$ cat src/rtl/rob_pkg.sv
`default_nettype none
// ============================================================================
// Module   : rob_pkg
// Purpose  : Shared sizes, entry payload type and age helper for the ROB.
// Revision : 1.0 - initial release
// ============================================================================
package rob_pkg;

    localparam int ROB_WIDTH  = 5;
    localparam int PREG_WIDTH = 7;
    localparam int AREG_WIDTH = 5;
    localparam int N_CMPL     = 2;
    localparam int ROB_DEPTH  = 1 << ROB_WIDTH;

    typedef struct packed {
        logic                  has_dest;
        logic [AREG_WIDTH-1:0] areg;
        logic [PREG_WIDTH-1:0] preg;
        logic [PREG_WIDTH-1:0] old_preg;
    } rob_entry_t;

    // Distance from head, modulo ROB_DEPTH (natural wrap of the subtraction).
    function automatic logic [ROB_WIDTH-1:0] rob_age(input logic [ROB_WIDTH-1:0] tag,
                                                      input logic [ROB_WIDTH-1:0] head);
        return tag - head;
    endfunction

endpackage
`default_nettype wire

$ cat src/rtl/rob_commit_unit.sv
`default_nettype none
// ============================================================================
// Module   : rob_commit_unit
// Purpose  : Reorder buffer tracking dispatch, completion, in-order retire
//            and mispredict flush of younger entries.
// Revision : 1.0 - initial release
// ============================================================================
module rob_commit_unit
    import rob_pkg::*;
(
    input  logic                         clk,
    input  logic                         reset,
    input  logic                         i_alloc_valid,
    input  logic [ROB_WIDTH-1:0]         i_alloc_tag,
    input  logic                         i_alloc_has_dest,
    input  logic [AREG_WIDTH-1:0]        i_alloc_areg,
    input  logic [PREG_WIDTH-1:0]        i_alloc_preg,
    input  logic [PREG_WIDTH-1:0]        i_alloc_old_preg,
    input  logic [N_CMPL-1:0]            i_cmpl_valid,
    input  logic [N_CMPL*ROB_WIDTH-1:0]  i_cmpl_tag,
    input  logic                         i_branch_mispredict,
    input  logic [ROB_WIDTH-1:0]         i_flush_tag,
    output logic                         o_rob_full,
    output logic                         o_rob_empty,
    output logic                         o_retire_valid,
    output logic [ROB_WIDTH-1:0]         o_retire_tag,
    output logic                         o_retire_has_dest,
    output logic [AREG_WIDTH-1:0]        o_retire_areg,
    output logic [PREG_WIDTH-1:0]        o_retire_preg,
    output logic [PREG_WIDTH-1:0]        o_retire_old_preg,
    output logic                         o_err_tag_mismatch,
    output logic                         o_err_overflow
);

    localparam logic [ROB_WIDTH:0] C_DEPTH_CNT = (ROB_WIDTH+1)'(ROB_DEPTH);

    logic [ROB_DEPTH-1:0] r_valid;
    logic [ROB_DEPTH-1:0] r_done;
    rob_entry_t           r_entry [ROB_DEPTH];
    logic [ROB_WIDTH-1:0] r_head;
    logic [ROB_WIDTH-1:0] r_tail;
    logic [ROB_WIDTH:0]   r_count;

    logic                 r_retire_valid;
    logic [ROB_WIDTH-1:0] r_retire_tag;
    rob_entry_t           r_retire_entry;
    logic                 r_err_tag_mismatch;
    logic                 r_err_overflow;

    logic                 w_full;
    logic                 w_retire;
    logic                 w_alloc;
    logic [ROB_WIDTH-1:0] w_flush_age;
    logic [ROB_DEPTH-1:0] w_kill;
    logic [ROB_DEPTH-1:0] w_cmpl_set;
    logic [ROB_DEPTH-1:0] w_valid_nxt;
    logic [ROB_DEPTH-1:0] w_done_nxt;
    logic [ROB_WIDTH:0]   w_count_nxt;
    rob_entry_t           w_alloc_entry;

    assign w_full        = (r_count == C_DEPTH_CNT);
    assign w_retire      = r_valid[r_head] & r_done[r_head];
    assign w_alloc       = i_alloc_valid & ~w_full & ~i_branch_mispredict;
    assign w_flush_age   = rob_age(i_flush_tag, r_head);
    assign w_alloc_entry = '{has_dest: i_alloc_has_dest, areg: i_alloc_areg,
                             preg: i_alloc_preg, old_preg: i_alloc_old_preg};

    // Kill mask covers only entries strictly younger than the branch; the head
    // (age 0) can therefore still retire in the flush cycle.
    always_comb begin
        w_kill     = '0;
        w_cmpl_set = '0;
        for (int i = 0; i < ROB_DEPTH; i++) begin
            if (i_branch_mispredict && (rob_age(ROB_WIDTH'(i), r_head) > w_flush_age))
                w_kill[i] = 1'b1;
        end
        for (int p = 0; p < N_CMPL; p++) begin
            if (i_cmpl_valid[p])
                w_cmpl_set[i_cmpl_tag[p*ROB_WIDTH +: ROB_WIDTH]] = 1'b1;
        end
    end

    always_comb begin
        w_valid_nxt = r_valid & ~w_kill;
        w_done_nxt  = r_done | (w_cmpl_set & r_valid & ~w_kill);
        if (w_retire)
            w_valid_nxt[r_head] = 1'b0;
        if (w_alloc) begin
            w_valid_nxt[r_tail] = 1'b1;
            w_done_nxt[r_tail]  = 1'b0;
        end
    end

    always_comb begin
        w_count_nxt = r_count;
        if (i_branch_mispredict)
            w_count_nxt = (ROB_WIDTH+1)'(w_flush_age) + (ROB_WIDTH+1)'(1)
                        - (ROB_WIDTH+1)'(w_retire);
        else
            w_count_nxt = r_count + (ROB_WIDTH+1)'(w_alloc) - (ROB_WIDTH+1)'(w_retire);
    end

    always_ff @(posedge clk) begin
        if (reset) begin
            r_valid            <= '0;
            r_done             <= '0;
            r_head             <= '0;
            r_tail             <= '0;
            r_count            <= '0;
            r_retire_valid     <= 1'b0;
            r_retire_tag       <= '0;
            r_retire_entry     <= '0;
            r_err_tag_mismatch <= 1'b0;
            r_err_overflow     <= 1'b0;
        end else begin
            r_valid        <= w_valid_nxt;
            r_done         <= w_done_nxt;
            r_count        <= w_count_nxt;
            r_retire_valid <= w_retire;
            if (w_retire) begin
                r_head         <= r_head + 1'b1;
                r_retire_tag   <= r_head;
                r_retire_entry <= r_entry[r_head];
            end
            if (i_branch_mispredict)
                r_tail <= i_flush_tag + 1'b1;
            else if (w_alloc)
                r_tail <= r_tail + 1'b1;
            if (w_alloc && (i_alloc_tag != r_tail))
                r_err_tag_mismatch <= 1'b1;
            if (i_alloc_valid && w_full)
                r_err_overflow <= 1'b1;
        end
    end

    // Payload storage needs no reset: valid gates every use.
    always_ff @(posedge clk) begin
        if (w_alloc)
            r_entry[r_tail] <= w_alloc_entry;
    end

    assign o_rob_full         = w_full;
    assign o_rob_empty        = (r_count == '0);
    assign o_retire_valid     = r_retire_valid;
    assign o_retire_tag       = r_retire_tag;
    assign o_retire_has_dest  = r_retire_entry.has_dest;
    assign o_retire_areg      = r_retire_entry.areg;
    assign o_retire_preg      = r_retire_entry.preg;
    assign o_retire_old_preg  = r_retire_entry.old_preg;
    assign o_err_tag_mismatch = r_err_tag_mismatch;
    assign o_err_overflow     = r_err_overflow;

endmodule
`default_nettype wire

$ cat config.mk
export PLATFORM = sky130hd
export DESIGN_NAME = rob_commit_unit
export DESIGN_NICKNAME = d
export VERILOG_FILES = /design/src/rtl/rob_pkg.sv /design/src/rtl/rob_commit_unit.sv
export SDC_FILE = /design/constraint.sdc
export NUM_CORES = 1
export LEC_CHECK = 0
export CAP_MARGIN = 20
export CORE_MARGIN = 2
export CORE_UTILIZATION = 40
export DETAILED_ROUTE_END_ITERATION = 10
export PLACE_DENSITY = 0.63
export SYNTH_ARGS = -nofsm -noshare
export SYNTH_HDL_FRONTEND = slang
export SYNTH_SLANG_ARGS = --single-unit
export TNS_END_PERCENT = 5
$ cat constraint.sdc
create_clock -name clk -period 5.6 [get_ports clk]
set_input_delay 1.68 -clock clk [delete_from_list [all_inputs] [get_ports clk]]
set_output_delay 1.68 -clock clk [all_outputs]
set_load 0.03 [all_outputs]
==> out/qor.csv <==
metric,value,unit
WHS Endpoint,o_err_tag_mismatch,
cell row count,104,
average size of a mapped cell,16.5,sq um
"Largest delay share family, worst path",buffers and inverters,
Post-Synthesis Net Count,2076,
"Seq/Total Area, Yosys",66.2,%
total CTS buffers,78,
post-synthesis mux area share,14.3,%
first-pass GRT wire length,137,mm
Critical Path Start Type,primary input,
Hold Crit Start,o_err_tag_mismatch,
port bufs,75,
Cells after Synth,1960,
final wirelength,93.8,mm
final non-filler cell total,3213,
Max-Slew Margin vs Limit,24.2,%
pin count of the biggest net entering global routing,93,
worst path cell trace,clkdlybuf4s50_1 -> ha_1 -> and3b_1 -> or3_1 -> and2_1 -> inv_1 -> ha_1 -> inv_1 -> o41ai_1 -> nor3_1 -> buf_4 -> o21ai_0 -> a31oi_1 -> a211oi_1,
CTS tree,built,
Synth Area in Adders,2.76,%
Max Cap Viol,0,
r2r worst-path depth,15,
Die X-Extent,288,um
Max rail drop VDD,0.000320,V
Post-Syn Area,32300,sq um
Cells after DPL,3060,
CP required,6.12,ns
# DRC,0,
simple-gate share of the synthesized area,5.84,%
Initial Util,40.3,%
Post-synth ARST share,0,%
clock buffer depth,3,
num ports,76,
crit-path max cell delay,0.49,ns
total congestion overflow,0,
H-tree depth,3,
Root Driver,clkbuf_16,
Post-layout nets,2201,
Post-CTS Setup Bufs,0,
WP buf/inv,4,
initial antenna violation count,2,
largest family of logic cells by synthesized area,multiplexers,
core area,80200,sq um
run status,completed,
fmax,0.208,GHz
GPL Wtd Cong,0.989,
WHS Path Cells,2,
Post-Synth XOR/XNOR Area,1.45,%
Hold Buf Count CTS,0,
clk slew on worst S/H paths,0.06,ns
Compound-Gate Fraction of Synth Area,7.15,%
"setup slack, reg-to-reg",1.11,ns
Worst Max-Slew Pin Slew,1.14,ns
die area,83000,sq um
vias per cell,6.02,
Synth area leaders,"edfxtp_1, mux4_2, dfxtp_1, ha_1, nor2_1",
final worst path period share,85.8,%
Die Height,288,um
Final Max Slew Viols,0,
Final ANT Viol Nets,0,
Setup Skew,0.0388,ns
vias in the first global route,19800,
Worst Setup End Kind,register,
dpl hpwl,58.4,mm
"flops & latches, synth",748,
CP Max Fanout,11,
worst r2r dst,r_count[4],
"EDFF count, synth",640,
Post-CTS Resized,0,
Leak,0.0119,uW
CP Class,in -> reg,
Hold Crit Class,reg -> reg,
PwrDens,352,nW/um^2
"area leader, netlist",edfxtp_1,
Fin. Hold Viols,0,
Setup TNS,0,ns
DRT iter0 DRCs,2162,
Area Overhead vs Synth,16.7,%
Synth top cells by count,"edfxtp_1, mux4_2, nor2_1, dfxtp_1, nand2_1",
critical path arrival,5.32,ns
layout cells sized above 1,21.2,%
drt pass-1 iters,5,
routed len/inst,29.2,um
CP max stage cell,clkdlybuf4s50_1,
synth warn,0,
Vias,19300,
Clock Latency Late Sink,0.64,ns
Synth Flop Type,edfxtp_1,
fin crit period,4.80,ns
RSZ-0062 raised after global routing,false,
Total Routing Usage GR,22.9,%
post-synth cell types,80,
"count leader, synth",edfxtp_1,
# setup viols final,0,
clk sinks,748,
Yosys top cell area share,59.5,%
Reg-to-Reg Start,r_head[1],
## through the flow
step	total power [uW]	area (sq um)	worst slack (ns)	util, %	hold slack, ns
floorplan	7180	32300	1.07	-	0.425
global placement	7660	34600	0.286	43.2	0.449
detailed placement	7670	34700	0.224	43.2	0.450
CTS	13300	37500	0.846	46.8	0.463
global route	13700	37600	0.578	47.0	0.481
finish	13200	37600	0.795	47.0	0.465
## routing by layer
layer  share of wire [%]  global-route usage (%)  vias to the layer above  routed length, um
li1                    -                       -                     8205                  -
met1                  40                    29.9                    10100              37100
met2                  50                    38.5                      864              46600
met3                 6.8                    3.80                      168               6360
met4                 3.9                    8.61                        0               3620
met5                   0                       0                        -                  0
## final cells by class
class | instances | area, sq um
tap | 1060 | 1330
multi-input combinational | 1038 | 10300
clock buffer | 96 | 2070
sequential | 748 | 21400
timing repair buffer | 151 | 1500
fill | 6812 | 42500
inverter | 68 | 256
antenna | 2 | 5.00
clock inverter | 50 | 773
## registers in the layout, summed over array words and instances (netlist names), 5 cells and up
| signal | cells |
|---|---|
| o_retire_preg | 7 |
| r_valid | 32 |
| o_retire_areg | 5 |
| r_done | 32 |
| r_head | 5 |
| r_count | 6 |
| r_entry | 640 |
| r_tail | 5 |
| o_retire_tag | 5 |
| o_retire_old_preg | 7 |
## cell usage in the layout (no fill, tap or decap), types with 23 or more instances in the layout
cell type          n
dfxtp_1          104
a211oi_1          23
nor2_1            80
nand3_1           36
ha_1              68
xnor2_1           31
buf_4             65
nor3_1            54
a21oi_1           52
mux4_2           200
a311oi_1          31
inv_1             64
clkbuf_16         80
a31oi_1           33
edfxtp_1         640
clkdlybuf4s50_1   74
o22ai_1           33
nand2_1           93
o21ai_0           31
## cell families after synthesis
group / count (synthesis)
AND/OR/NAND/NOR: 383
AO/OA/AOI/OAI: 326
flip-flops: 748
buffers and inverters: 174
multiplexers: 209
adder cells (fa/ha/maj): 70
XOR/XNOR: 50
## power breakdown
part	switching, uW	internal (uW)
Clock	2230	3450
Combinational	793	575
Sequential	74.3	6120
Total	3090	10100
## worst max path at each step
| stage | from | endpoint | slack (ns) | depth (start not counted) |
|---|---|---|---|---|
| floorplan | i_flush_tag[2] | r_valid[19] | 1.07 | 13 |
| global placement | i_flush_tag[0] | r_valid[8] | 0.29 | 14 |
| detailed placement | i_flush_tag[2] | r_valid[19] | 0.22 | 14 |
| CTS | i_flush_tag[2] | r_valid[19] | 0.85 | 14 |
| global route | i_flush_tag[0] | r_valid[3] | 0.58 | 15 |
| finish | i_flush_tag[2] | r_valid[19] | 0.80 | 14 |
## worst register-to-register path, cell delays in order (launching register included)
cell,delay [ns]
dfxtp_4,0.65
nor2_1,0.18
a311o_1,0.39
a211oi_1,0.65
or4_1,0.66
nand2_1,0.22
ha_1,0.33
inv_1,0.04
ha_1,0.19
fa_1,0.42
a21oi_1,0.14
nor2_1,0.05
nor2_1,0.11
xnor2_1,0.12
nor2_1,0.05
a211oi_1,0.20
Power figures use the tool's default switching activity.
